===== config.mk =====
export PLATFORM = sky130hd
export DESIGN_NAME = ad9767_seg_sequencer
export DESIGN_NICKNAME = d
export VERILOG_FILES = /design/src/rtl/ad9767_pkg.sv /design/src/rtl/ad9767_seg_engine.sv /design/src/rtl/ad9767_seg_sequencer.sv
export SDC_FILE = /design/constraint.sdc
export NUM_CORES = 1
export LEC_CHECK = 0
export BUFFER_PORTS_ARGS = -buffer_cell sky130_fd_sc_hd__buf_2
export CAP_MARGIN = 20
export CORE_ASPECT_RATIO = 0.75
export CORE_MARGIN = 2
export CORE_UTILIZATION = 29
export CTS_BUF_LIST = sky130_fd_sc_hd__clkbuf_8
export DETAILED_ROUTE_END_ITERATION = 12
export PLACE_DENSITY = 0.53
export SKIP_CTS_REPAIR_TIMING = 1
export SYNTH_ARGS = -nofsm -noshare
export SYNTH_HDL_FRONTEND = slang
export SYNTH_SLANG_ARGS = --single-unit

===== constraint.sdc =====
create_clock -name clk -period 8 [get_ports clk]
set_input_delay 0.8 -clock clk [delete_from_list [all_inputs] [get_ports clk]]
set_output_delay 0.8 -clock clk [all_outputs]
set_load 0.05 [all_outputs]

===== src/rtl/ad9767_pkg.sv =====
// Shared constants and types for the AD9767 two-channel segment sequencer.
package ad9767_pkg;

    localparam logic [13:0] DA_MID = 14'h2000;
    localparam logic [13:0] DA_MAX = 14'h3FFF;

    // Segment record at the default field widths (14-bit codes, 16-bit length, 8-bit divider).
    typedef struct packed {
        logic [13:0] start;
        logic [13:0] step;
        logic [15:0] len;
        logic [7:0]  div;
    } seg_t;

    typedef enum logic {
        IDLE = 1'b0,
        RUN  = 1'b1
    } ch_state_e;

endpackage


===== src/rtl/ad9767_seg_engine.sv =====
// One DAC channel: DEPTH-entry segment queue, playback FSM, ramp accumulator and saturator.
module ad9767_seg_engine
    import ad9767_pkg::*;
#(
    parameter int DATA_W = 14,
    parameter int DEPTH  = 4,
    parameter int LEN_W  = 16,
    parameter int DIV_W  = 8,
    parameter int LVL_W  = $clog2(DEPTH + 1)
) (
    input  logic              clk,
    input  logic              rst_n,
    input  logic              abort,
    input  logic              push,
    input  logic [DATA_W-1:0] push_start,
    input  logic [DATA_W-1:0] push_step,
    input  logic [LEN_W-1:0]  push_len,
    input  logic [DIV_W-1:0]  push_div,
    output logic              full,
    output logic [LVL_W-1:0]  level,
    output logic [DATA_W-1:0] data,
    output logic              busy,
    output logic              seg_done,
    output logic              sat
);

    localparam int AW = $clog2(DEPTH);
    localparam logic [DATA_W-1:0] MID = {1'b1, {(DATA_W-1){1'b0}}};

    typedef struct packed {
        logic [DATA_W-1:0] start;
        logic [DATA_W-1:0] step;
        logic [LEN_W-1:0]  len;
        logic [DIV_W-1:0]  div;
    } rec_t;

    rec_t mem_q [DEPTH];

    logic [AW-1:0]     wr_ptr_q, wr_ptr_d, rd_ptr_q, rd_ptr_d;
    logic [LVL_W-1:0]  count_q, count_d;
    ch_state_e         state_q, state_d;
    logic [DATA_W-1:0] cur_q, cur_d, step_q, step_d;
    logic [LEN_W-1:0]  rem_q, rem_d;
    logic [DIV_W-1:0]  hold_q, hold_d, div_q, div_d;
    logic              seg_done_q, seg_done_d, sat_q, sat_d;

    logic              pop;
    rec_t              head;
    logic [DATA_W+1:0] sum;
    logic [DATA_W-1:0] sum_clamped;
    logic              sum_clip;

    always_ff @(posedge clk) begin
        if (push) begin
            mem_q[wr_ptr_q] <= {push_start, push_step, push_len, push_div};
        end
    end

    assign head = mem_q[rd_ptr_q];

    // Zero-extended code plus sign-extended step; the two guard bits flag under/overflow.
    always_comb begin
        sum         = {2'b00, cur_q} + {{2{step_q[DATA_W-1]}}, step_q};
        sum_clamped = sum[DATA_W-1:0];
        sum_clip    = 1'b0;
        if (sum[DATA_W+1]) begin
            sum_clamped = '0;
            sum_clip    = 1'b1;
        end else if (sum[DATA_W]) begin
            sum_clamped = '1;
            sum_clip    = 1'b1;
        end
    end

    always_comb begin
        state_d = state_q;
        cur_d   = cur_q;
        step_d  = step_q;
        rem_d   = rem_q;
        hold_d  = hold_q;
        div_d   = div_q;
        sat_d   = 1'b0;
        pop     = 1'b0;

        case (state_q)
            IDLE: begin
                if (count_q != '0) begin
                    pop = 1'b1;
                end
            end
            RUN: begin
                if (hold_q == '0) begin
                    if (rem_q == LEN_W'(1)) begin
                        if (count_q != '0) begin
                            pop = 1'b1;
                        end else begin
                            state_d = IDLE;
                        end
                    end else begin
                        cur_d  = sum_clamped;
                        sat_d  = sum_clip;
                        rem_d  = rem_q - LEN_W'(1);
                        hold_d = div_q;
                    end
                end else begin
                    hold_d = hold_q - DIV_W'(1);
                end
            end
            default: state_d = IDLE;
        endcase

        if (pop) begin
            state_d = RUN;
            cur_d   = head.start;
            step_d  = head.step;
            rem_d   = (head.len == '0) ? LEN_W'(1) : head.len;
            hold_d  = head.div;
            div_d   = head.div;
        end

        // Registered pulse: flag the cycle that will show the segment's final clock.
        seg_done_d = (state_d == RUN) && (hold_d == '0) && (rem_d == LEN_W'(1));

        wr_ptr_d = wr_ptr_q + AW'(push);
        rd_ptr_d = rd_ptr_q + AW'(pop);
        count_d  = count_q + LVL_W'(push) - LVL_W'(pop);

        if (abort) begin
            state_d    = IDLE;
            cur_d      = MID;
            seg_done_d = 1'b0;
            sat_d      = 1'b0;
            wr_ptr_d   = '0;
            rd_ptr_d   = '0;
            count_d    = '0;
        end
    end

    always_ff @(posedge clk or negedge rst_n) begin
        if (!rst_n) begin
            wr_ptr_q   <= '0;
            rd_ptr_q   <= '0;
            count_q    <= '0;
            state_q    <= IDLE;
            cur_q      <= MID;
            step_q     <= '0;
            rem_q      <= '0;
            hold_q     <= '0;
            div_q      <= '0;
            seg_done_q <= 1'b0;
            sat_q      <= 1'b0;
        end else begin
            wr_ptr_q   <= wr_ptr_d;
            rd_ptr_q   <= rd_ptr_d;
            count_q    <= count_d;
            state_q    <= state_d;
            cur_q      <= cur_d;
            step_q     <= step_d;
            rem_q      <= rem_d;
            hold_q     <= hold_d;
            div_q      <= div_d;
            seg_done_q <= seg_done_d;
            sat_q      <= sat_d;
        end
    end

    assign full     = (count_q == LVL_W'(DEPTH));
    assign level    = count_q;
    assign data     = cur_q;
    assign busy     = (state_q == RUN);
    assign seg_done = seg_done_q;
    assign sat      = sat_q;

endmodule


===== src/rtl/ad9767_seg_sequencer.sv =====
// Top level: routes segment commands to the two channel engines and packs their outputs.
module ad9767_seg_sequencer
    import ad9767_pkg::*;
#(
    parameter int DATA_W = 14,
    parameter int DEPTH  = 4,
    parameter int LEN_W  = 16,
    parameter int DIV_W  = 8
) (
    input  logic                             clk,
    input  logic                             rst_n,
    input  logic                             cmd_valid,
    output logic                             cmd_ready,
    input  logic                             cmd_ch,
    input  logic [DATA_W-1:0]                cmd_start,
    input  logic [DATA_W-1:0]                cmd_step,
    input  logic [LEN_W-1:0]                 cmd_len,
    input  logic [DIV_W-1:0]                 cmd_div,
    input  logic                             abort,
    output logic [DATA_W-1:0]                da1_data,
    output logic [DATA_W-1:0]                da2_data,
    output logic [1:0]                       ch_busy,
    output logic [1:0]                       seg_done,
    output logic [1:0]                       sat,
    output logic [2*$clog2(DEPTH+1)-1:0]     q_level
);

    localparam int LVL_W = $clog2(DEPTH + 1);

    logic [1:0]        full_w;
    logic [1:0]        push_w;
    logic [DATA_W-1:0] data_w [2];

    assign cmd_ready = !full_w[cmd_ch] && !abort;

    generate
        for (genvar gi = 0; gi < 2; gi++) begin : g_ch
            assign push_w[gi] = cmd_valid && cmd_ready && (cmd_ch == 1'(gi));

            ad9767_seg_engine #(
                .DATA_W (DATA_W),
                .DEPTH  (DEPTH),
                .LEN_W  (LEN_W),
                .DIV_W  (DIV_W),
                .LVL_W  (LVL_W)
            ) u_engine (
                .clk        (clk),
                .rst_n      (rst_n),
                .abort      (abort),
                .push       (push_w[gi]),
                .push_start (cmd_start),
                .push_step  (cmd_step),
                .push_len   (cmd_len),
                .push_div   (cmd_div),
                .full       (full_w[gi]),
                .level      (q_level[gi*LVL_W +: LVL_W]),
                .data       (data_w[gi]),
                .busy       (ch_busy[gi]),
                .seg_done   (seg_done[gi]),
                .sat        (sat[gi])
            );
        end
    endgenerate

    assign da1_data = data_w[0];
    assign da2_data = data_w[1];

endmodule


== Yosys cells after proc, flatten, opt, wreduce, memory -nomap -nowiden ==
Memory sizes are Yosys's and may differ from the RTL's.
Index checks and enable logic that the tools add are counted.

* Register bits: 140
* RAM bits: 416
* Output and inout bits: 41
* Logic and storage cells: 150
* Memories: 2

* $add $sub $neg: 14
* Order comparisons: 1
* Eq/ne operators: 8
* Multiplexer cells: 76
* Bitwise logic cells: 3
* Reduce and logical (&&, ||, !) cells: 24

{| class="wikitable"
|+ Memory list
! name !! words !! bits a word !! rd ports !! clocked after Yosys merged registers in !! wr ports !! RTL line !! RTL
|-
| g_ch[0].u_engine.mem_q || 4 || 52 || 1 || 0 || 1 || ad9767_seg_engine.sv:37 || <nowiki>rec_t mem_q [DEPTH];</nowiki>
|-
| g_ch[1].u_engine.mem_q || 4 || 52 || 1 || 0 || 1 || ad9767_seg_engine.sv:37 ||
|}

{| class="wikitable"
|+ Operator list
! kind !! count
|-
| $mux W14 || 14
|-
| $mux W16 || 10
|-
| $eq A16 B1 Y1 const B || 4
|-
| $mux W8 || 8
|-
| $mux W1 || 36
|-
| $add A15 B14 Y16 || 2
|-
| $logic_not A16 Y1 || 2
|-
| $logic_not A8 Y1 || 4
|-
| $sub A16 B1 Y16 const B || 2
|-
| $reduce_bool A3 Y1 || 6
|-
| $sub A8 B1 Y8 const B || 2
|-
| $add A2 B1 Y2 || 4
|-
| $logic_and A1 B1 Y1 || 8
|-
| $mux W2 || 4
|-
| $add A3 B1 Y3 || 2
|-
| $eq A3 B3 Y1 const B || 2
|-
| $mux W3 || 2
|-
| $ne A3 B2 Y1 const B || 2
|-
| $reduce_and A3 Y1 || 2
|-
| $sub A3 B1 Y3 || 2
|-
| $pmux W1 S2 || 2
|-
| $not A1 Y1 || 3
|-
| $logic_not A1 Y1 || 2
|-
| $lt A1 B2 Y1 const B || 1
|}

== Longest topological paths before layout ==
Gate-level depths: netlist of run 1.

* Depth in word-level cells: 10
* Gate-level depth with buffers: 17
* Mapped depth without buffers: 13

== Cells and area by module ==
Synthesis of run 1 repeated with hierarchy kept, for this count alone.

* Cells, all modules: 1535
* Area, all modules: 23670.2 sq um

{| class="wikitable"
|+ Modules (own cells, without submodules)
! module !! instances !! cells each !! area an instance (sq um) !! seq. area each (sq um)
|-
| ad9767_seg_engine (g_ch[0].u_engine) || 1 || 768 || 11813.8 || 7998.9
|-
| ad9767_seg_engine (g_ch[1].u_engine) || 1 || 762 || 11811.3 || 7998.9
|-
| ad9767_seg_sequencer || 1 || 5 || 45.0 || 0.0
|}

== Worst setup path before layout of run 1 ==
OpenSTA, ideal clock, no wires.

* Kind: register -> register
* Start: register g_ch[1].u_engine.count_q[1]
* End: memory g_ch[0].u_engine.mem_q[1][0] (netlist name), enable pin
* Library setup time: 537 ps
* Data arrival time: 5911 ps
* Required time: 7463 ps
* Path slack: 1552 ps
* Stages on the path, launching flop included: 6
* Path buffers: 0
* Cell sequence: dfrtp_1 > nor2_1 > a31oi_1 > nor2b_1 > nand3b_1 > nor3b_1

* Longest elaborated chain between the ends: 9

{| class="wikitable"
|+ Ends and longest elaborated chain
! what !! RTL line !! RTL
|-
| from (decl) || ad9767_seg_engine.sv:40 || <nowiki>logic [LVL_W-1:0] count_q, count_d;</nowiki>
|-
| from (signal assigned) || ad9767_seg_engine.sv:155 || <nowiki>count_q <= count_d;</nowiki>
|-
| $eq A3 B3 Y1 || ad9767_seg_engine.sv:167 || <nowiki>assign full = (count_q == LVL_W'(DEPTH));</nowiki>
|-
| $mux W1 (not written as such) (2 in a row) || ad9767_seg_sequencer.sv:34 || <nowiki>assign cmd_ready = !full_w[cmd_ch] && !abort;</nowiki>
|-
| $logic_not A1 Y1 || ad9767_seg_sequencer.sv:34 ||
|-
| $logic_and A1 B1 Y1 || ad9767_seg_sequencer.sv:34 ||
|-
| net cmd_ready || ad9767_seg_sequencer.sv:13 || <nowiki>output logic cmd_ready,</nowiki>
|-
| $logic_and A1 B1 Y1 (2 in a row) || ad9767_seg_sequencer.sv:38 || <nowiki>assign push_w[gi] = cmd_valid && cmd_ready && (cmd_ch == 1'(gi));</nowiki>
|-
| $mux W1 || ad9767_seg_engine.sv:54 || <nowiki>if (push) begin</nowiki>
|-
| $mux W1 (not written as such) || ad9767_seg_engine.sv:55 || <nowiki>mem_q[wr_ptr_q] <= {push_start, push_step, push_len, push_div};</nowiki>
|-
| to (decl) || ad9767_seg_engine.sv:37 ||
|}

The timed path passes the listed nets, and every way through them passes these cells. The select of a mux whose other input is x is not followed.

== Worst setup path in the final report of run 1 ==
* Start: register g_ch[0].u_engine.hold_q[0]
* End: register g_ch[0].u_engine.count_q[1]

* Longest elaborated chain between the ends: 5

{| class="wikitable"
|+ Ends and longest elaborated chain
! what !! RTL line !! RTL
|-
| from (decl) || ad9767_seg_engine.sv:44 || <nowiki>logic [DIV_W-1:0] hold_q, hold_d, div_q, div_d;</nowiki>
|-
| from (signal assigned) || ad9767_seg_engine.sv:160 || <nowiki>hold_q <= hold_d;</nowiki>
|-
| $logic_not A8 Y1 || ad9767_seg_engine.sv:92 || <nowiki>if (hold_q == '0) begin</nowiki>
|-
| $mux W1 || ad9767_seg_engine.sv:92 ||
|-
| $pmux W1 S2 || ad9767_seg_engine.sv:85 || <nowiki>case (state_q)</nowiki>
|-
| $sub A3 B1 Y3 || ad9767_seg_engine.sv:126 || <nowiki>count_d = count_q + LVL_W'(push) - LVL_W'(pop);</nowiki>
|-
| $mux W3 || ad9767_seg_engine.sv:128 || <nowiki>if (abort) begin</nowiki>
|-
| net g_ch[0].u_engine.count_d[1] || ad9767_seg_engine.sv:40 ||
|-
| to (signal assigned) || ad9767_seg_engine.sv:155 ||
|-
| to (decl) || ad9767_seg_engine.sv:40 ||
|}

The timed path passes the listed nets, and every way through them passes these cells.
A chain may end at the register's enable or synchronous reset.

==> impl_results.md, run 1 <==
- Vias in the first global route: 14,546
- CTS tree: yes
- Die width: 335 µm
- Arrival time at the worst endpoint: 5.29 ns
- Number of H-tree levels: 3
- Maximum buffer depth of the clock tree: 3
- Remaining DRCs: 0
- Maximum number of pins on one net before global-route repair: 72
- Setup TNS after final layout: 0 ns
- Die outline height: 253 µm
- Final cell count without fillers: 2,877
- Flip-flop and latch count after synthesis: 556
- Cell repeated most along the worst path: sky130_fd_sc_hd__ha_1
- Slew Limit Headroom: 34.2%
- Fmax: 210 MHz
- Mapped Cells: 1,592
- Total clock sinks: 556
- Synthesis-to-layout area growth: 14.4%
- Number of nets still failing antenna checks after routing: 0
- Number of distinct library cells after synthesis: 80
- Most used flip-flop cell after synthesis: sky130_fd_sc_hd__edfxtp_1
- Synth top area cells: sky130_fd_sc_hd__edfxtp_1 (52%), sky130_fd_sc_hd__dfrtp_1 (14%), sky130_fd_sc_hd__mux4_2 (9.8%), sky130_fd_sc_hd__nand2_1 (2.7%), sky130_fd_sc_hd__ha_1 (2.3%)
- Starting DRC count in detailed routing: 1,268
- Site Rows: 91
- Worst-Margin Slew: 0.980 ns
- Remaining global-route overflow: 0
- Overall routed net length: 61.7 mm
- Share of the clock period used by the worst path after layout: 59.4%
- Share of post-route cells with drive strength above 1: 21.2%
- Count of endpoints failing setup in the final report: 0
- Most area-hungry cell type in the Yosys netlist: sky130_fd_sc_hd__edfxtp_1
- Cts bufs inserted: 90
- Required arrival time at the worst endpoint: 8.53 ns
- Routability congestion estimate from global placement: 0.830
- Routed vias: 14,304
- Largest fanout on the critical path: 35
- Standby leakage power: 9.83 nW
- Filler Cell Count: 7,870
- Post-Synthesis Net Count: 1,697
- Initial antenna violation count: 14
- Seq/Total Area, Yosys: 66.9%
- Total standard cell area after synthesis: 23,900 µm²
- Detailed Place HPWL: 39.4 mm
- Post-layout minimum cycle time: 4.76 ns
- Maximum single-stage delay on the critical path: 0.69 ns
- Post-Route Skew: 0.0290 ns
- Sort of element at the end of the critical path: register
- Count of buffers inserted at the top-level ports: 97
- Power density normalized to cell area: 343 nW/µm²
- Count of TritonRoute iterations in the first routing pass: 5
- Top cell type's share of synthesized area: 52.3%
- Placed Cells incl. Taps: 2,704
- Effective utilization at floorplan: 29.2%
- Critical Path Slowest Stage Cell: sky130_fd_sc_hd__nand3_1
- Wire length of the first global-routing pass: 92.5 mm
- Post-synth EDFFs: 416
- Reg-to-reg setup timing slack: 3.24 ns
- Clock-pin transition on the worst setup and hold timing paths: 0.06 ns
- Mean instance size in the synthesized netlist: 15.0 µm²
- Yosys warning total: 0
- Final nets: 1,834
- Core occupancy in the finished layout: 33.4%
- Max-slew violation count: 0
- GRT Total Usage: 14.6%
- Average wire length per cell after detail routing: 21.5 µm
- Worst-Skew Late Latency: 0.68 ns
- Worst-path cell chain: inv_1 -> ha_1 -> nor3b_1 -> nand3_1 -> o31ai_1 -> buf_4 -> nand2_1 -> inv_2 -> buf_4 -> ha_1 -> inv_1 -> ha_1 -> fa_1 -> nor2b_1
- Clock tree root driver cell: sky130_fd_sc_hd__clkbuf_8
- Floorplan Core Area: 81,900 µm²
- Most numerous cell in the Yosys netlist: sky130_fd_sc_hd__edfxtp_1
- Count of endpoints failing hold in the final timing report: 0
- Path type of the worst min-delay path: input port to async pin
- Full die area: 84,700 µm²
- Crit Path Category: register to register
- Via density per instance: 4.97
- RSZ-0062 raised after global routing: false
- Worst vdd rail ir drop: 0.184 mV
- Startpoint types: register
- Maxcap violations: 0
- Top-level port count: 98
- Run status: finished, final reports clean
- Top cell types by occurrence after synthesis: sky130_fd_sc_hd__edfxtp_1 (416), sky130_fd_sc_hd__nand2_1 (174), sky130_fd_sc_hd__dfrtp_1 (138)
- Fraction of registers with async set or reset after synthesis: 25.2%
per-stage QoR:
stage / area, µm² / worst slack [ns] / power (mW) / hold WS [ns]
after global placement: 25600 / 3.43 / 7.08 / 0.459
final: 27300 / 3.24 / 9.37 / 0.128
after global routing: 27300 / 2.81 / 9.97 / 0.137
after detailed placement: 25600 / 3.35 / 7.12 / 0.460
after floorplan: 23900 / 1.55 / 6.17 / 0.437
after CTS: 27300 / 3.31 / 9.47 / 0.116
cell families after synthesis:
group | after synthesis | synth area share [%]
XOR/XNOR | 56 | 2.05
buffers and inverters | 117 | 2.10
flip-flops | 556 | 66.9
multiplexers | 107 | 9.93
adder cells (fa/ha/maj) | 48 | 2.64
AND/OR/NAND/NOR | 469 | 9.81
AO/OA/AOI/OAI | 239 | 6.53
state kept, by name, indices dropped and copies added, names as in the netlist, 6 cells and up:
name and cells:
g_ch.u_engine.mem_q 416, g_ch.u_engine.step_q 28, g_ch.u_engine.rem_q 32, g_ch.u_engine.div_q 16, g_ch.u_engine.level 6, g_ch.u_engine.data 28, g_ch.u_engine.hold_q 16
placed cells by master, fill, tap and decap left out, types with 6 or more instances in the layout:
cell	Yosys	final
sky130_fd_sc_hd__and3_1	25	23
sky130_fd_sc_hd__buf_2	20	96
sky130_fd_sc_hd__clkbuf_8	0	98
sky130_fd_sc_hd__clkinv_1	0	22
sky130_fd_sc_hd__ha_1	44	44
sky130_fd_sc_hd__o211ai_1	10	10
sky130_fd_sc_hd__a21oi_1	48	48
sky130_fd_sc_hd__xor2_1	12	12
sky130_fd_sc_hd__or3_1	13	13
sky130_fd_sc_hd__nor4_1	29	29
sky130_fd_sc_hd__nand3_1	33	33
sky130_fd_sc_hd__nor3_1	31	29
sky130_fd_sc_hd__dfrtp_1	138	134
sky130_fd_sc_hd__nor2b_1	18	18
sky130_fd_sc_hd__edfxtp_1	416	416
sky130_fd_sc_hd__a211oi_1	13	13
sky130_fd_sc_hd__o21ai_0	66	66
sky130_fd_sc_hd__a31oi_1	12	12
sky130_fd_sc_hd__o21bai_1	6	6
sky130_fd_sc_hd__and2_1	6	6
sky130_fd_sc_hd__inv_1	39	66
sky130_fd_sc_hd__nor2_1	74	72
sky130_fd_sc_hd__xnor2_1	44	44
sky130_fd_sc_hd__o21a_1	6	6
sky130_fd_sc_hd__a21o_1	23	23
sky130_fd_sc_hd__nand2b_1	12	12
sky130_fd_sc_hd__or2_2	7	7
sky130_fd_sc_hd__clkinv_2	0	12
sky130_fd_sc_hd__nand2_1	174	174
sky130_fd_sc_hd__buf_4	6	23
sky130_fd_sc_hd__o32ai_1	8	8
sky130_fd_sc_hd__mux4_2	104	104
area by class of cell:
| cell class | instances | area (µm²) | share of cell area [%] |
|---|---|---|---|
| Inverter | 40 | 150 | 0.549 |
| Clock buffer | 98 | 1350 | 4.93 |
| Sequential cell | 556 | 16000 | 58.5 |
| Timing Repair Buffer | 122 | 719 | 2.63 |
| Multi-Input combinational cell | 919 | 7440 | 27.2 |
| Antenna cell | 4 | 10.0 | 0.0366 |
| Clock inverter | 69 | 328 | 1.20 |
| Tap cell | 1069 | 1340 | 4.89 |
report_power, final:
| part | switching (mW) | internal (mW) | leakage, nW | total (mW) |
|---|---|---|---|---|
| Combinational | 1.96 | 1.25 | 3.37 | 3.21 |
| Clock | 1.14 | 1.16 | 0.960 | 2.30 |
| Sequential | 0.390 | 3.47 | 5.50 | 3.86 |
critical path: cells and delay by family, from the launching register on:
kind                     cells  cell delay, ns
AO/OA/AOI/OAI                1            0.44
flip-flops                   1            0.42
buffers and inverters        5            1.16
AND/OR/NAND/NOR              4            1.56
adder cells (fa/ha/maj)      4            1.04
final timing paths:
path                                                  from                            to  depth (start not counted)
worst min register to register   g_ch[1].u_engine.div_q[6]     g_ch[1].u_engine.div_q[6]                          2
worst max-delay path            g_ch[0].u_engine.hold_q[0]     g_ch[0].u_engine.level[1]                         14
worst min-delay path                                 rst_n    g_ch[0].u_engine.rem_q[11]                          1
max in group asynchronous                            rst_n     g_ch[1].u_engine.data[13]                          3
min in group clk                                cmd_len[0]  g_ch[1].u_engine.mem_q[0][8]                          1
worst max register to register  g_ch[0].u_engine.hold_q[0]     g_ch[0].u_engine.level[1]                         14
metal layers:
layer	vias to the layer above	global-route usage (%)	part of all wire [%]
li1	6418	-	-
met1	7354	20.9	47
met2	419	21.0	43
met3	99	5.15	8.2
met4	14	3.73	1.7
met5	-	0	0.13
Power figures use the tool's default switching activity.
==> inputs of run 2 (changes only) <==
clock period = 4.44 ns   (was 8 ns; I/O delays follow)
==> run 2 against run 1 <==
Compared with the run above: final cell count is 0.52% higher; first-iteration DRC count is 0.71% higher; critical path depth down 3; clock power is 89% higher; cell area is 0.87% higher; maximum frequency grew 32%; via count grew 0.64%; global-route usage decreased by 0.086 points; clock skew grew 0.0091 ns; highest routed layer unchanged.
==> impl_results.md, run 2 (synthesis results as in run 1) <==
- Maximum number of pins on one net before global-route repair: 92 (was 72)
- Average wire length per cell after detail routing: 21.3 µm (was 21.5 µm)
- Placed Cells incl. Taps: 2,714 (was 2,704)
- Crit Path Category: register to register (unchanged)
- Die outline height: 253 µm (unchanged)
- Number of nets still failing antenna checks after routing: 0 (unchanged)
- Fraction of met3 tracks used by global routing: 3.76% (was 5.15%)
- Worst vdd rail ir drop: 0.270 mV (was 0.184 mV)
- Met2 track demand over resource in global routing: 21.3% (was 21.0%)
- Fraction of met1 tracks used by global routing: 21.2% (was 20.9%)
- Number of cells on the worst hold path: 1
- Reg-to-reg setup timing slack: 0.83 ns (was 3.24 ns)
- Required arrival time at the worst endpoint: 4.97 ns (was 8.53 ns)
- Floorplan Core Area: 81,900 µm² (unchanged)
- Via density per instance: 4.98 (was 4.97)
- Initial antenna violation count: 11 (was 14)
- Arrival time at the worst endpoint: 4.14 ns (was 5.29 ns)
- GRT Total Usage: 14.6% (about the same)
- Path type of the worst min-delay path: input port to register (was input port to async pin)
- Standby leakage power: 9.95 nW (was 9.83 nW)
- Full die area: 84,700 µm² (unchanged)
- Final nets: 1,848 (was 1,834)
- Routability congestion estimate from global placement: 0.871 (was 0.830)
- Placed cell areas: 25,800 µm² (was 25,600 µm²)
- Remaining global-route overflow: 0 (unchanged)
- Worst-path cell chain: nor4_1 -> nand2b_1 -> o31ai_1 -> buf_4 -> nand2_1 -> inv_2 -> ha_1 -> inv_1 -> ha_1 -> fa_1 -> nor2b_1 (was inv_1 -> ha_1 -> nor3b_1 -> nand3_1 -> o31ai_1 -> buf_4 -> nand2_1 -> inv_2 -> buf_4 -> ha_1 -> inv_1 -> ha_1 -> fa_1 -> nor2b_1)
- Commonest non-fill, non-tap cells in the layout: sky130_fd_sc_hd__edfxtp_1 (416), sky130_fd_sc_hd__nand2_1 (174), sky130_fd_sc_hd__dfrtp_1 (134) (unchanged)
- Routed vias: 14,395 (was 14,304)
- Startpoint types: register (unchanged)
- Largest fanout on the critical path: 27 (was 35)
- Crit path max-delay family: simple AND/OR/NAND/NOR gates (unchanged)
- Setup TNS after final layout: 0 ns (unchanged)
- Count of endpoints failing setup in the final report: 0 (unchanged)
- Cell repeated most along the worst path: sky130_fd_sc_hd__ha_1 (unchanged)
- Max-slew violation count: 0 (unchanged)
- Largest register by flop count: g_ch.u_engine.mem_q (unchanged)
- Max FFs per register: 416 (unchanged)
- Final cell count without fillers: 2,892 (was 2,877)
- Worst-Margin Slew: 0.969 ns (was 0.980 ns)
- Share of the clock period used by the worst path after layout: 81.4% (was 59.4%)
- Clock-pin transition on the worst setup and hold timing paths: 0.06 ns (about the same)
- Number of H-tree levels: 3 (unchanged)
- Run status: finished, final reports clean (unchanged)
- Total clock sinks: 556 (unchanged)
- Depth of the worst register-to-register path: 11 (was 14)
- Post-layout minimum cycle time: 3.61 ns (was 4.76 ns)
- Starting DRC count in detailed routing: 1,277 (was 1,268)
- Clock tree root driver cell: sky130_fd_sc_hd__clkbuf_8 (unchanged)
- Largest registers ranked by flip-flop count: g_ch.u_engine.mem_q: 416 flops, g_ch.u_engine.rem_q: 32 flops (unchanged)
- Maximum buffer depth of the clock tree: 3 (unchanged)
- Cts bufs inserted: 94 (was 90)
- Die width: 335 µm (unchanged)
- Slew Limit Headroom: 35.4% (was 34.2%)
- R2R Path End: g_ch[0].u_engine.level[1] (unchanged)
- Number of buffer and inverter instances along the worst setup path: 3 (was 5)
- Remaining DRCs: 0 (unchanged)
- Sort of element at the end of the critical path: register (unchanged)
- Critical hold path startpoint: cmd_step[3]
- Post-Route Skew: 0.0381 ns (was 0.0290 ns)
- Worst slack on hold paths: 0.0368 ns (was 0.128 ns)
- Post-Layout Inst Area: 27,600 µm² (was 27,300 µm²)
- Most common cell after layout, fill and taps aside: sky130_fd_sc_hd__edfxtp_1 (unchanged)
- RSZ-0062 raised after global routing: false (unchanged)
- Detailed Place HPWL: 40.1 mm (was 39.4 mm)
- Layer with the highest usage: met2 (unchanged)
- Count of endpoints failing hold in the final timing report: 0 (unchanged)
- Count of buffers inserted at the top-level ports: 97 (unchanged)
- Maximum single-stage delay on the critical path: 0.61 ns (was 0.69 ns)
- Effective utilization at floorplan: 29.2% (unchanged)
- Critical Path Slowest Stage Cell: sky130_fd_sc_hd__nor4_1 (was sky130_fd_sc_hd__nand3_1)
- Wire length of the first global-routing pass: 92.7 mm (was 92.5 mm)
- Sink of the worst hold path: g_ch[1].u_engine.mem_q[1][27]
- Site Rows: 91 (unchanged)
- Share of post-route cells with drive strength above 1: 22.0% (was 21.2%)
- Vias in the first global route: 14,742 (was 14,546)
- Synthesis-to-layout area growth: 15.4% (was 14.4%)
- Maxcap violations: 0 (unchanged)
- Overall routed net length: 61.6 mm (was 61.7 mm)
- Count of TritonRoute iterations in the first routing pass: 6 (was 5)
- Fmax: 277 MHz (was 210 MHz)
- Power density normalized to cell area: 618 nW/µm² (was 343 nW/µm²)
- CTS tree: yes (unchanged)
- Top-level port count: 98 (unchanged)
- Worst-Skew Late Latency: 0.70 ns (was 0.68 ns)
- R2r startpoint: g_ch[0].u_engine.rem_q[6] (was g_ch[0].u_engine.hold_q[0])
## run 2: cell count changes in the layout (fill, tap and decap cells not counted), sizes merged
cell / change
clkinvlp: -1
dlygate4sd3: +1
inv: +4
buf: +8
clkinv: -8
clkbuf: +11
## run 2: per-stage QoR
stage               utilization (%)  setup WS (ns)  total power [mW]
floorplan                         -          0.290              11.1
global placement               31.5          0.928              12.7
detailed placement             31.5          0.841              12.8
CTS                            33.7          0.810              17.2
global route                   33.7          0.484              18.1
finish                         33.7          0.827              17.1
## run 2: report_power, final
part	total [mW]	switching [mW]	leakage (nW)	internal [mW]
combinational	5.74	3.46	3.41	2.28
sequential	6.97	0.725	5.50	6.25
clock	4.35	2.07	1.04	2.28
total	17.1	6.26	9.95	10.8
## run 2: worst max-delay path by stage
stage	from	end	cells past startpoint
finish	g_ch[0].u_engine.rem_q[6]	g_ch[0].u_engine.level[1]	11
global route	g_ch[0].u_engine.rem_q[6]	g_ch[0].u_engine.level[1]	11
CTS	g_ch[0].u_engine.rem_q[6]	g_ch[0].u_engine.level[1]	11
detailed placement	g_ch[1].u_engine.rem_q[1]	g_ch[1].u_engine.level[1]	12
global placement	g_ch[1].u_engine.rem_q[1]	g_ch[1].u_engine.level[1]	12
floorplan	g_ch[1].u_engine.level[1]	g_ch[0].u_engine.mem_q[2][0]	7
## run 2: per-layer routing
| layer | vias up | part of all wire [%] | routed length [µm] |
|---|---|---|---|
| li1 | 6462 | - | - |
| met1 | 7383 | 48 | 29600 |
| met2 | 419 | 43 | 26700 |
| met3 | 115 | 6.4 | 3970 |
| met4 | 16 | 2.1 | 1280 |
| met5 | - | 0.18 | 109 |
## run 2: worst register-to-register path: cells and delay by family, from the launching register on
family	cells	cell delay [ns]
flops	1	0.43
buf+inv	3	0.68
fa+ha+maj	3	0.90
compound gates	1	0.31
simple gates	4	1.16
## run 2: area by class of cell
type	instances	area, µm²
antenna	4	10.0
clock buffer	108	1490
clock inverter	64	304
fill	7839	54300
inverter	40	150
multi-input combinational	919	7470
sequential	556	16000
tap	1069	1340
timing repair buffer	132	820
